### config.mk
export PLATFORM = sky130hd
export DESIGN_NAME = uart_rx_pkt_ctrl
export DESIGN_NICKNAME = d
export VERILOG_FILES = /design/src/rtl/uart_rx_pkt_ctrl.sv
export SDC_FILE = /design/constraint.sdc
export NUM_CORES = 1
export LEC_CHECK = 0
export ABC_AREA = 1
export ABC_CLOCK_PERIOD_IN_PS = 1680
export BUFFER_PORTS_ARGS = -buffer_cell sky130_fd_sc_hd__buf_2
export CORE_UTILIZATION = 35
export CTS_BUF_LIST = sky130_fd_sc_hd__clkbuf_4
export DETAILED_ROUTE_END_ITERATION = 7
export PLACE_DENSITY = 0.56
export SLEW_MARGIN = 20
export SYNTH_ARGS = -nofsm -noshare
export SYNTH_HDL_FRONTEND = slang
export SYNTH_SLANG_ARGS = --single-unit
export TNS_END_PERCENT = 10
### constraint.sdc
create_clock -name clk -period 1.68 [get_ports clk]
set_input_delay 0.168 -clock clk [delete_from_list [all_inputs] [get_ports clk]]
set_output_delay 0.168 -clock clk [all_outputs]
set_load 0.01 [all_outputs]
### src/rtl/uart_rx_pkt_ctrl.sv
// rtl/uart_rx_pkt_ctrl.sv - UART RX packet framer: SOF/LEN/payload/XOR-check with cut-through FIFO push
module uart_rx_pkt_ctrl #(
    parameter logic [7:0] SOF      = 8'hAA,
    parameter int         MAX_LEN  = 8,
    parameter int         TO_TICKS = 480
) (
    input  logic       clk,
    input  logic       rst,
    input  logic       b_tick,
    input  logic [7:0] rx_data,
    input  logic       rx_done,
    input  logic       fifo_full,
    output logic       fifo_push,
    output logic [7:0] fifo_wdata,
    output logic       pkt_done,
    output logic       pkt_err,
    output logic [1:0] err_code,
    output logic       busy
);

    typedef enum logic [2:0] {
        S_IDLE,
        S_LEN,
        S_PAYLOAD,
        S_CHK,
        S_DRAIN
    } state_t;

    localparam logic [9:0] TO_LAST   = 10'(TO_TICKS - 1);
    localparam logic [7:0] MAX_LEN_B = 8'(MAX_LEN);
    localparam logic [1:0] E_LEN     = 2'd0;
    localparam logic [1:0] E_CHK     = 2'd1;
    localparam logic [1:0] E_TO      = 2'd2;
    localparam logic [1:0] E_OVF     = 2'd3;

    state_t     state_q;
    logic [7:0] rem_q;
    logic [7:0] acc_q;
    logic [9:0] to_cnt_q;
    logic       silent_q;
    logic       push_q;
    logic       done_q;
    logic       err_q;
    logic       busy_q;
    logic [7:0] wdata_q;
    logic [1:0] code_q;
    logic [7:0] rem_d;

    assign rem_d = rem_q - 8'd1;

    always_ff @(posedge clk or negedge rst) begin
        if (!rst) begin
            state_q  <= S_IDLE;
            rem_q    <= 8'd0;
            acc_q    <= 8'd0;
            to_cnt_q <= 10'd0;
            silent_q <= 1'b0;
            push_q   <= 1'b0;
            done_q   <= 1'b0;
            err_q    <= 1'b0;
            busy_q   <= 1'b0;
            wdata_q  <= 8'd0;
            code_q   <= 2'd0;
        end else begin
            push_q <= 1'b0;
            done_q <= 1'b0;
            err_q  <= 1'b0;
            // A received byte always takes precedence over a coincident timeout tick.
            if (rx_done) begin
                to_cnt_q <= 10'd0;
                unique case (state_q)
                    S_IDLE: begin
                        if (rx_data == SOF) begin
                            state_q <= S_LEN;
                            busy_q  <= 1'b1;
                        end
                    end
                    S_LEN: begin
                        if (rx_data == 8'd0 || rx_data > MAX_LEN_B) begin
                            err_q   <= 1'b1;
                            code_q  <= E_LEN;
                            state_q <= S_IDLE;
                            busy_q  <= 1'b0;
                        end else begin
                            rem_q    <= rx_data;
                            acc_q    <= rx_data;
                            silent_q <= 1'b0;
                            state_q  <= S_PAYLOAD;
                        end
                    end
                    S_PAYLOAD: begin
                        acc_q <= acc_q ^ rx_data;
                        rem_q <= rem_d;
                        if (fifo_full) begin
                            err_q    <= 1'b1;
                            code_q   <= E_OVF;
                            silent_q <= 1'b1;
                            state_q  <= (rem_d != 8'd0) ? S_DRAIN : S_CHK;
                        end else begin
                            push_q  <= 1'b1;
                            wdata_q <= rx_data;
                            if (rem_d == 8'd0) begin
                                state_q <= S_CHK;
                            end
                        end
                    end
                    S_CHK: begin
                        if (!silent_q) begin
                            if (rx_data == acc_q) begin
                                done_q <= 1'b1;
                            end else begin
                                err_q  <= 1'b1;
                                code_q <= E_CHK;
                            end
                        end
                        silent_q <= 1'b0;
                        state_q  <= S_IDLE;
                        busy_q   <= 1'b0;
                    end
                    S_DRAIN: begin
                        // rem_q counts payload bytes still to skip; the byte seen at zero is the CHK byte.
                        if (rem_q == 8'd0) begin
                            silent_q <= 1'b0;
                            state_q  <= S_IDLE;
                            busy_q   <= 1'b0;
                        end else begin
                            rem_q <= rem_d;
                        end
                    end
                    default: begin
                        state_q <= S_IDLE;
                        busy_q  <= 1'b0;
                    end
                endcase
            end else if (b_tick && state_q != S_IDLE) begin
                if (to_cnt_q == TO_LAST) begin
                    to_cnt_q <= 10'd0;
                    silent_q <= 1'b0;
                    state_q  <= S_IDLE;
                    busy_q   <= 1'b0;
                    if (state_q != S_DRAIN) begin
                        err_q  <= 1'b1;
                        code_q <= E_TO;
                    end
                end else begin
                    to_cnt_q <= to_cnt_q + 10'd1;
                end
            end
        end
    end

    assign fifo_push  = push_q;
    assign fifo_wdata = wdata_q;
    assign pkt_done   = done_q;
    assign pkt_err    = err_q;
    assign err_code   = code_q;
    assign busy       = busy_q;

endmodule

==> run_results.csv, run 1 <==
group,metric,value,unit
status,status,"finished, final reports clean",
cells_and_area,nNetsFinal,399,
yosys,synth_nets,359,
power_and_ir_drop,vdd_drop_max,0.562,mV
setup_path,r2r_setup_slack,0.03,ns
sta,fin_crit,1.65,ns
cts,clkTransAtPathRegs,0.14,ns
sta,period_share,98.4,%
yosys,syn_inst,342,
floorplan,die_area,7690,um^2
sta,rsz0062_at_grt,"yes",
setup_path,cp_max_fo,5,
yosys,synth.distinct_cells,30,
global_routing,grt_pass1_wl,10300,um
floorplan,core_region_area,6940,um^2
routing,wl_per_cell,12.5,um
cts,numCtsBuffers,5,
routing,vias,2279,
sta,maxSlewViolCount,0,
setup_path,crit_start,"rem_q[0]",
min_path,min_from,"rx_data[5]",
setup_path,arrival,1.93,ns
sta,whs,0.109,ns
cells_and_area,final_cell_mix,"89 x nand2_1, 41 x dfrtp_1, 33 x nor2_1, 32 x inv_1, 26 x buf_2",
yosys,postSynthAreaPerCell,7.51,um^2
cts,worstSkewPairLatency,0.36,ns
global_routing,grt_pass1_vias,2147,
global_routing,grt.total_usage,17.1,%
floorplan,die_y,87.7,um
cts,htreeDepth,2,
setup_path,endpoint_kind,"flop",
floorplan,start_util,37.0,%
power_and_ir_drop,leakagePower,1.46,nW
sta,fmax,0.605,GHz
yosys,seq_area_frac_synth,42.8,%
routing,drc_errors,0,
global_routing,gr-total-overflow,0,
cells_and_area,final_layout_size_suffix_gt1_share,23.0,%
floorplan,rows,30,
routing,firstDrtPassIters,4,
cts,cts_buffer_depth,2,
setup_path,crit_type,"reg -> reg",
sta,final-hold-violation-count,0,
cells_and_area,stdcell_area,3000,um^2
cts,cts_tree,"done",
power_and_ir_drop,powerDensity,1170,nW/um^2
yosys,syn_area,2570,um^2
routing,postRouteAntennaNets,0,
cts,cts_sinks,44,
flow_run,max-cap-violations,0,
global_routing,grt_antenna_before_repair,0,
yosys,yosysWarnings,0,
cells_and_area,diodes,0,
sta,finalSetupViolCount,0,
placed_design,place_congestion,0.872,
setup_path,cp-start-kind,"flop",
routing,drt_iter0_drc,108,
placed_design,port_buffers,26,
sta,fin_skew,0.0197,ns
setup_path,timing.rr.start,"rem_q[0]",
setup_path,cp.required,1.95,ns
routing,finalWirelength,5980,um
yosys,synth_seq_cells,44,
floorplan,ios,27,
placed_design,dp_hpwl,4480,um
floorplan,fp.dieW,87.7,um
cells_and_area,area_growth_syn_to_layout,16.7,%
sta,max_slew.worst_pin.slew,0.543,ns
global_routing,grt_start_max_net_pins,24,
cts,root_buffer,"clkbuf_4",
cells_and_area,final_common_cell,"nand2_1",
min_path,min_path_type,"in -> reg",
routing,avgViaCountPerCell,4.77,
sta,slew_headroom,63.8,%
placed_design,placed_area,2830,um^2
[layout make-up]
type	instances	area (um^2)
Clock inverter	2	12.5
Multi-Input combinational cell	251	1340
Timing Repair Buffer	39	230
Sequential cell	44	1100
Inverter	41	156
Fill cell	727	3940
Clock buffer	5	37.5
Tap cell	96	120
[per-stage QoR]
step	setup slack, ns	TNS, ns	std cells	power (mW)	utilization [%]
3_5_place_dp	0.00189	0	465	2.82	40.8
3_3_place_gp	0.0493	0	465	2.80	40.8
2_1_floorplan	0.133	0	342	2.47	-
6_report	0.0262	0	478	3.51	43.2
4_1_cts	-0.00225	-0.00338	473	3.35	41.7
5_1_grt	-0.0863	-0.542	478	3.82	43.2
[flip-flops by register name (all words and copies together), names as in the netlist]
name / count
to_cnt_q: 10
acc_q: 8
fifo_wdata: 8
rem_q: 8
state_q: 3
err_code: 2
busy: 1
fifo_push: 1
pkt_done: 1
pkt_err: 1
silent_q: 1
[cells in the mapped netlist (all sizes together)]
cell type	number	area, um^2
nand2	96	385
nor2	47	215
dfrtp	44	1100
inv	41	154
o21ai	35	179
nand3	24	130
a21oi	10	50.1
nor3	7	35.0
xnor2	7	61.3
nand4	6	43.8
buf	5	37.5
o211ai	5	37.5
xor2	5	43.8
ha	4	50.1
a31oi	2	12.5
a211oi	1	12.5
clkbuf	1	3.75
mux2	1	11.3
o22ai	1	6.26
[layer usage]
metal	vias up	wire, um	global-route usage (%)
li1	1187	-	-
met1	1051	2990	24.7
met2	33	2720	26.2
met4	0	100	5.22
met5	-	0	0
met3	8	169	2.83
[power breakdown]
group / internal (mW) / leakage (nW) / switching, mW
Sequential: 1.30 / 0.570 / 0.240
Combinational: 0.593 / 0.861 / 0.871
Clock: 0.153 / 0.0271 / 0.359
Total: 2.04 / 1.46 / 1.47
[final timing paths]
| path | end | cells after the start |
|---|---|---|
| worst max-delay path | busy | 11 |
| worst min-delay path | acc_q[5] | 3 |
| worst max register to register | busy | 11 |
| worst min register to register | pkt_done | 1 |
| max in group asynchronous | rem_q[4] | 3 |
| min in group asynchronous | busy | 2 |
[worst max-delay path, stage by stage (launching register included)]
cell and delay (ns):
dfrtp_1 0.42, inv_2 0.12, buf_4 0.13, ha_1 0.13, nand4_1 0.16, nand3_1 0.16, nand2_1 0.10, nor2_4 0.10
buf_4 0.12, nand2_1 0.05, nand2_1 0.05, nand2_1 0.04
[repair_timing]
action	in CTS	in global routing
setup buffers	0	5
gates resized for setup	1	22
pin swaps	0	2
hold buffers	1	0
endpoints found under the setup margin	3	21
endpoints found under the hold margin	21	0
[kinds of logic (layout without fill, tap and decap cells)]
| logic type | Yosys count | in the layout | share of synthesized area, % |
|---|---|---|---|
| AOI/OAI and AO/OA | 54 | 54 | 11.6 |
| xor gates and xnor gates | 12 | 12 | 4.09 |
| adders and majority gates | 4 | 4 | 1.95 |
| buffers and inverters | 47 | 87 | 7.59 |
| DFF | 44 | 44 | 42.8 |
| muxes | 1 | 1 | 0.438 |
| and+or+nand+nor | 180 | 180 | 31.5 |
Note: power is estimated with default switching activity, not from simulation.
==> run 2, diff against run 1 <==
- ABC_CLOCK_PERIOD_IN_PS: 1680 -> 1400
- CORE_UTILIZATION: 35 -> 45
- PLACE_DENSITY: 0.56 -> 0.7
- clock period: 1.68 -> 1.4 ns (I/O delays scaled with it)
==> run_results.csv, run 2 (synthesis gave the netlist of run 1 again) <==
group,metric,value,unit
cells_and_area,regMostFlops,"to_cnt_q",
floorplan,rows,27,
sta,fmax,0.610,GHz
floorplan,die_y,77.6,um
cts,root_buffer,"clkbuf_4",
routing,wl_per_cell,12.7,um
power_and_ir_drop,vdd_drop_max,0.679,mV
global_routing,met2_usage,41.5,%
routing,firstDrtPassIters,4,
global_routing,grt_antenna_before_repair,0,
min_path,min_path_type,"in -> reg",
cells_and_area,final_layout_size_suffix_gt1_share,36.8,%
setup_path,cp_max_fo,5,
sta,final-hold-violation-count,0,
setup_path,cp.required,1.70,ns
cells_and_area,nNetsFinal,459,
sta,fin_crit,1.64,ns
cells_and_area,largest_register_ffs,10,
routing,drc_errors,0,
setup_path,cp-start-kind,"flop",
setup_path,arrival,1.94,ns
cts,worstSkewPairLatency,0.35,ns
cts,cts_sinks,44,
sta,slew_headroom,72.1,%
global_routing,grt_pass1_wl,11500,um
cells_and_area,final_cell_mix,"84 x nand2_1, 67 x buf_4, 42 x dfrtp_1, 31 x inv_1, 28 x nor2_1",
cells_and_area,final_common_cell,"nand2_1",
power_and_ir_drop,powerDensity,1440,nW/um^2
floorplan,fp.dieW,77.6,um
cts,numCtsBuffers,5,
cells_and_area,diodes,0,
global_routing,met1_usage,31.6,%
sta,period_share,117,%
floorplan,ios,27,
sta,max_slew.worst_pin.slew,0.419,ns
routing,avgViaCountPerCell,4.94,
placed_design,port_buffers,26,
status,violations,"negative setup slack",
setup_path,endpoint_kind,"flop",
global_routing,grt_pass1_vias,2535,
floorplan,core_region_area,5510,um^2
placed_design,place_congestion,0.877,
global_routing,gr-total-overflow,0,
cells_and_area,seq_area,1100,um^2
power_and_ir_drop,power,5.06,mW
global_routing,globalRouteMet3Util,3.18,%
floorplan,die_area,6020,um^2
routing,postRouteAntennaNets,0,
global_routing,grt_start_max_net_pins,29,
global_routing,grt.total_usage,24.0,%
floorplan,start_util,46.7,%
sta,setup_ws,-0.239,ns
flow_run,max-cap-violations,0,
cells_and_area,area_growth_syn_to_layout,37.3,%
routing,finalWirelength,6530,um
sta,fin_tns_setup,-3.16,ns
cts,htreeDepth,2,
global_routing,busiest_layer,"met2",
power_and_ir_drop,leakagePower,1.79,nW
setup_path,crit_type,"reg -> reg",
routing,drt_iter0_drc,144,
placed_design,dp_hpwl,4940,um
routing,vias,2546,
sta,maxSlewViolCount,0,
cts,clkTransAtPathRegs,0.13,ns
sta,fin_skew,0.00571,ns
cells_and_area,multi_input_area,1400,um^2
sta,finalSetupViolCount,32,
status,status,"finished, violations left",
cts,cts_tree,"done",
sta,rsz0062_at_grt,"yes",
cells_and_area,fillers,489,
cts,cts_buffer_depth,2,
==> run 2: changes by cell type in the layout (fill, tap and decap cells not counted), moves of 2 or more <==
cell,delta
xnor2_2,+2
xnor2_1,-2
buf_4,+55
buf_12,+3
nand2_1,-5
nor2_1,-5
nand2_2,+5
nor2_2,+6
==> run 2: layout make-up <==
class	instances	area share, %
Multi-Input combinational cell	251	39.5
Sequential cell	44	31.3
Timing Repair Buffer	99	20.7
Inverter	41	4.50
Tap cell	72	2.55
Clock buffer	5	1.06
Clock inverter	3	0.390
==> run 2: timing repair <==
action	4_1_cts	5_1_grt
endpoints found under the hold margin	16	0
setup buffers	2	3
gates resized for setup	20	14
pin swaps	6	6
endpoints found under the setup margin	38	43
hold buffers	1	0
==> run 2: final timing paths <==
| check | end | from | slack (ns) | cells after the start |
|---|---|---|---|---|
| min reg2reg | err_code[0] | err_code[0] | 0.50 | 2 |
| max | state_q[1] | rem_q[4] | -0.24 | 12 |
| max reg2reg | state_q[1] | rem_q[4] | -0.24 | 12 |
| max in group asynchronous | state_q[2] | rst | 0.66 | 3 |
| min | acc_q[1] | rx_data[1] | 0.09 | 3 |
| min in group asynchronous | fifo_wdata[2] | rst | 0.24 | 2 |
==> run 2: through the flow <==
step | cell area, um^2 | instances | hold WS, ns | utilization (%) | setup slack [ns]
final | 3530 | 515 | 0.0945 | 64.1 | -0.239
after CTS | 3460 | 512 | 0.0720 | 62.9 | -0.199
after floorplan | 2610 | 342 | -0.156 | - | -0.00878
after global placement | 3320 | 501 | 0.100 | 60.4 | -0.153
after global routing | 3530 | 515 | 0.101 | 64.1 | -0.365
after detailed placement | 3320 | 501 | 0.101 | 60.4 | -0.189
==> run 2: critical path, cell delays in order (launching register included) <==
cell and delay [ns]:
dfrtp_1 0.44, nor2_2 0.18, buf_4 0.13, nand3_1 0.06, nand2_1 0.06, nand2_1 0.07
nor2_1 0.13, nand3_1 0.11, nand2_1 0.09, nand2_2 0.10, nor2_2 0.11, nand2_1 0.06
nand2_1 0.05
==> run 2: metal layers <==
metal / share of wire [%] / wire, um
met5: 0 / 0
met4: 1.0 / 66
met3: 2.7 / 175
met2: 50 / 3250
met1: 47 / 3040
==> run 2: report_power, final <==
part	switching, mW	internal [mW]
logic	1.30	1.34
clock network	0.420	0.185
registers	0.263	1.56
==> run 3, diff against run 2 <==
- ABC_AREA: 1 -> default
==> run_results.csv, run 3 <==
group,metric,value,unit
status,status,"finished, violations left",
status,violations,"negative setup slack",
cells_and_area,nNetsFinal,423,
routing,wl_per_cell,16.8,um
cells_and_area,stdcell_area,3980,um^2
routing,drt_iter0_drc,133,
yosys,seq_area_frac_synth,41.1,%
cts,numCtsBuffers,5,
sta,final-hold-violation-count,0,
global_routing,globalRouteMet3Util,4.02,%
sta,rsz0062_at_grt,"yes",
floorplan,start_util,47.8,%
floorplan,ios,27,
placed_design,placed_area,3560,um^2
global_routing,grt_start_max_net_pins,20,
flow_run,max-cap-violations,0,
placed_design,place_congestion,0.825,
yosys,synth_seq_cells,44,
sta,fmax,0.539,GHz
power_and_ir_drop,vdd_drop_max,1.13,mV
cts,htreeDepth,2,
cts,cts_sinks,44,
cts,clkTransAtPathRegs,0.14,ns
global_routing,gr-total-overflow,0,
setup_path,cpMaxStageDelayCell,"dfrtp_2",
power_and_ir_drop,leakagePower,1.75,nW
cells_and_area,final_common_cell,"buf_4",
setup_path,cp-start-kind,"flop",
global_routing,grt_pass1_wl,12400,um
yosys,synth_top_area_cell,"dfrtp_1",
global_routing,grt_antenna_before_repair,0,
global_routing,grt_pass1_vias,2558,
cells_and_area,instances_no_fill,479,
setup_path,cp.required,1.68,ns
cells_and_area,fillers,405,
sta,period_share,133,%
global_routing,met2_usage,43.5,%
yosys,synth_edf_count,0,
global_routing,met1_usage,32.5,%
cells_and_area,regMostFlops,"to_cnt_q",
routing,avgViaCountPerCell,5.78,
cells_and_area,final_cell_mix,"101 x buf_4, 41 x dfrtp_1, 26 x buf_2, 17 x nor2_1, 17 x a21oi_1",
routing,postRouteAntennaNets,0,
sta,fin_crit,1.86,ns
routing,firstDrtPassIters,4,
floorplan,die_y,79.2,um
cells_and_area,final_layout_size_suffix_gt1_share,49.1,%
yosys,postSynthAreaPerCell,9.47,um^2
placed_design,dp_hpwl,5270,um
yosys,yosysWarnings,0,
yosys,synth-main-ff-cell,"dfrtp_1",
sta,max_slew.worst_pin.slew,0.464,ns
yosys,syn_inst,283,
yosys,syn_area,2680,um^2
cts,root_buffer,"clkbuf_4",
setup_path,crit_path_cell_trace,"nor4_4 > buf_4 > buf_12 > a31o_4 > nand3_2 > or2_4 > o31ai_4",
yosys,yosys.area.top_type_share,41.1,%
cts,cts_buffer_depth,2,
sta,fin_skew,0.00638,ns
floorplan,fp.dieW,79.2,um
routing,drc_errors,0,
sta,slew_headroom,68.8,%
cells_and_area,largest_register_ffs,10,
setup_path,cp_slowest_stage_delay,0.47,ns
yosys,synth_most_common_cell,"dfrtp_1",
placed_design,port_buffers,26,
yosys,async_flop_share,100,%
yosys,synth.distinct_cells,58,
setup_path,endpoint_kind,"flop",
floorplan,rows,27,
yosys,ys_top_cells_by_area,"dfrtp_1 41%, a21oi_1 4.3%, o21ai_0 4.1%",
power_and_ir_drop,powerDensity,2070,nW/um^2
setup_path,cp_max_fo,4,
setup_path,arrival,2.14,ns
routing,vias,2768,
cts,cts_tree,"done",
global_routing,grt.total_usage,25.6,%
setup_path,crit_type,"reg -> reg",
cts,worstSkewPairLatency,0.36,ns
routing,finalWirelength,8060,um
yosys,synth_nets,300,
sta,setup_ws,-0.457,ns
cells_and_area,area_growth_syn_to_layout,48.3,%
cells_and_area,diodes,0,
sta,maxSlewViolCount,0,
global_routing,busiest_layer,"met2",
sta,finalSetupViolCount,43,
placed_design,dp_cells,458,
floorplan,die_area,6270,um^2
yosys,synth_common_cells,"44 x dfrtp_1, 23 x a21oi_1, 22 x o21ai_0",
min_path,min_path_type,"in -> reg",
floorplan,core_region_area,5610,um^2
==> run 3: cell type report <==
type,count,area (um^2),area share (%)
clock inverters,3,46.3,1.16
multi-input cells,218,1700,42.7
well taps,72,90.1,2.27
flip-flops and latches,44,1100,27.8
repair buffers,133,981,24.7
clock buffers,5,37.5,0.944
inverters,4,20.0,0.504
==> run 3: kinds of logic (layout without fill, tap and decap cells) <==
family	count (synthesis)	after routing	share of synthesized area, %
buffers and inverters	22	145	5.23
flip-flops	44	44	41.1
XOR/XNOR	15	15	4.90
multiplexers	11	11	4.67
adder cells (fa/ha/maj)	4	4	1.87
AO/OA/AOI/OAI	81	81	19.6
AND/OR/NAND/NOR	106	107	22.7
==> run 3: routing by layer <==
metal	vias to the layer above	routed length, um
li1	1299	-
met1	1339	3390
met2	106	4030
met3	24	413
met4	0	216
met5	-	0
==> run 3: where the power goes <==
group          switching, mW  internal [mW]
Combinational           2.56           2.65
Sequential             0.413           1.75
Clock                  0.453          0.382
Total                   3.42           4.79
==> run 3: repair_timing <==
action / CTS / global route
buffers inserted: 7 / 4
endpoints found under the hold margin: 15 / 0
gates resized for setup: 28 / 26
hold buffers: 1 / 0
pin swaps: 10 / 8
gates cloned: 0 / 1
setup endpoints to repair: 43 / 44
==> run 3: worst paths after layout <==
check | start | end | slack (ns) | cells after the start
setup / recovery | rem_q[2] | state_q[0] | -0.46 | 7
min in group asynchronous | rst | acc_q[5] | 0.22 | 2
hold / removal | fifo_full | fifo_push | 0.09 | 3
max in group asynchronous | rst | fifo_push | 0.70 | 3
hold reg to reg | fifo_wdata[6] | fifo_wdata[6] | 0.52 | 1
setup reg to reg | rem_q[2] | state_q[0] | -0.46 | 7
==> run 3: critical path: cells and delay by family, from the launching register on <==
| family | cells | cell delay, ns |
|---|---|---|
| flip-flops | 1 | 0.47 |
| AND/OR/NAND/NOR | 3 | 0.62 |
| AO/OA/AOI/OAI | 2 | 0.40 |
| buffers and inverters | 2 | 0.30 |
==> run 3: per-stage QoR <==
step                      hold WS (ns)  setup WS (ns)  TNS [ns]  total power [mW]  utilization [%]
after CTS                       0.0782         -0.334     -9.49              7.62             67.8
after global routing            0.0760         -0.526    -14.11              8.69             70.9
after floorplan                 -0.156         -0.443     -9.52              4.54                -
after global placement          0.0919         -0.398    -10.07              6.31             63.5
after detailed placement        0.0970         -0.436    -11.37              6.42             63.5
final                           0.0923         -0.457    -10.97              8.21             70.9
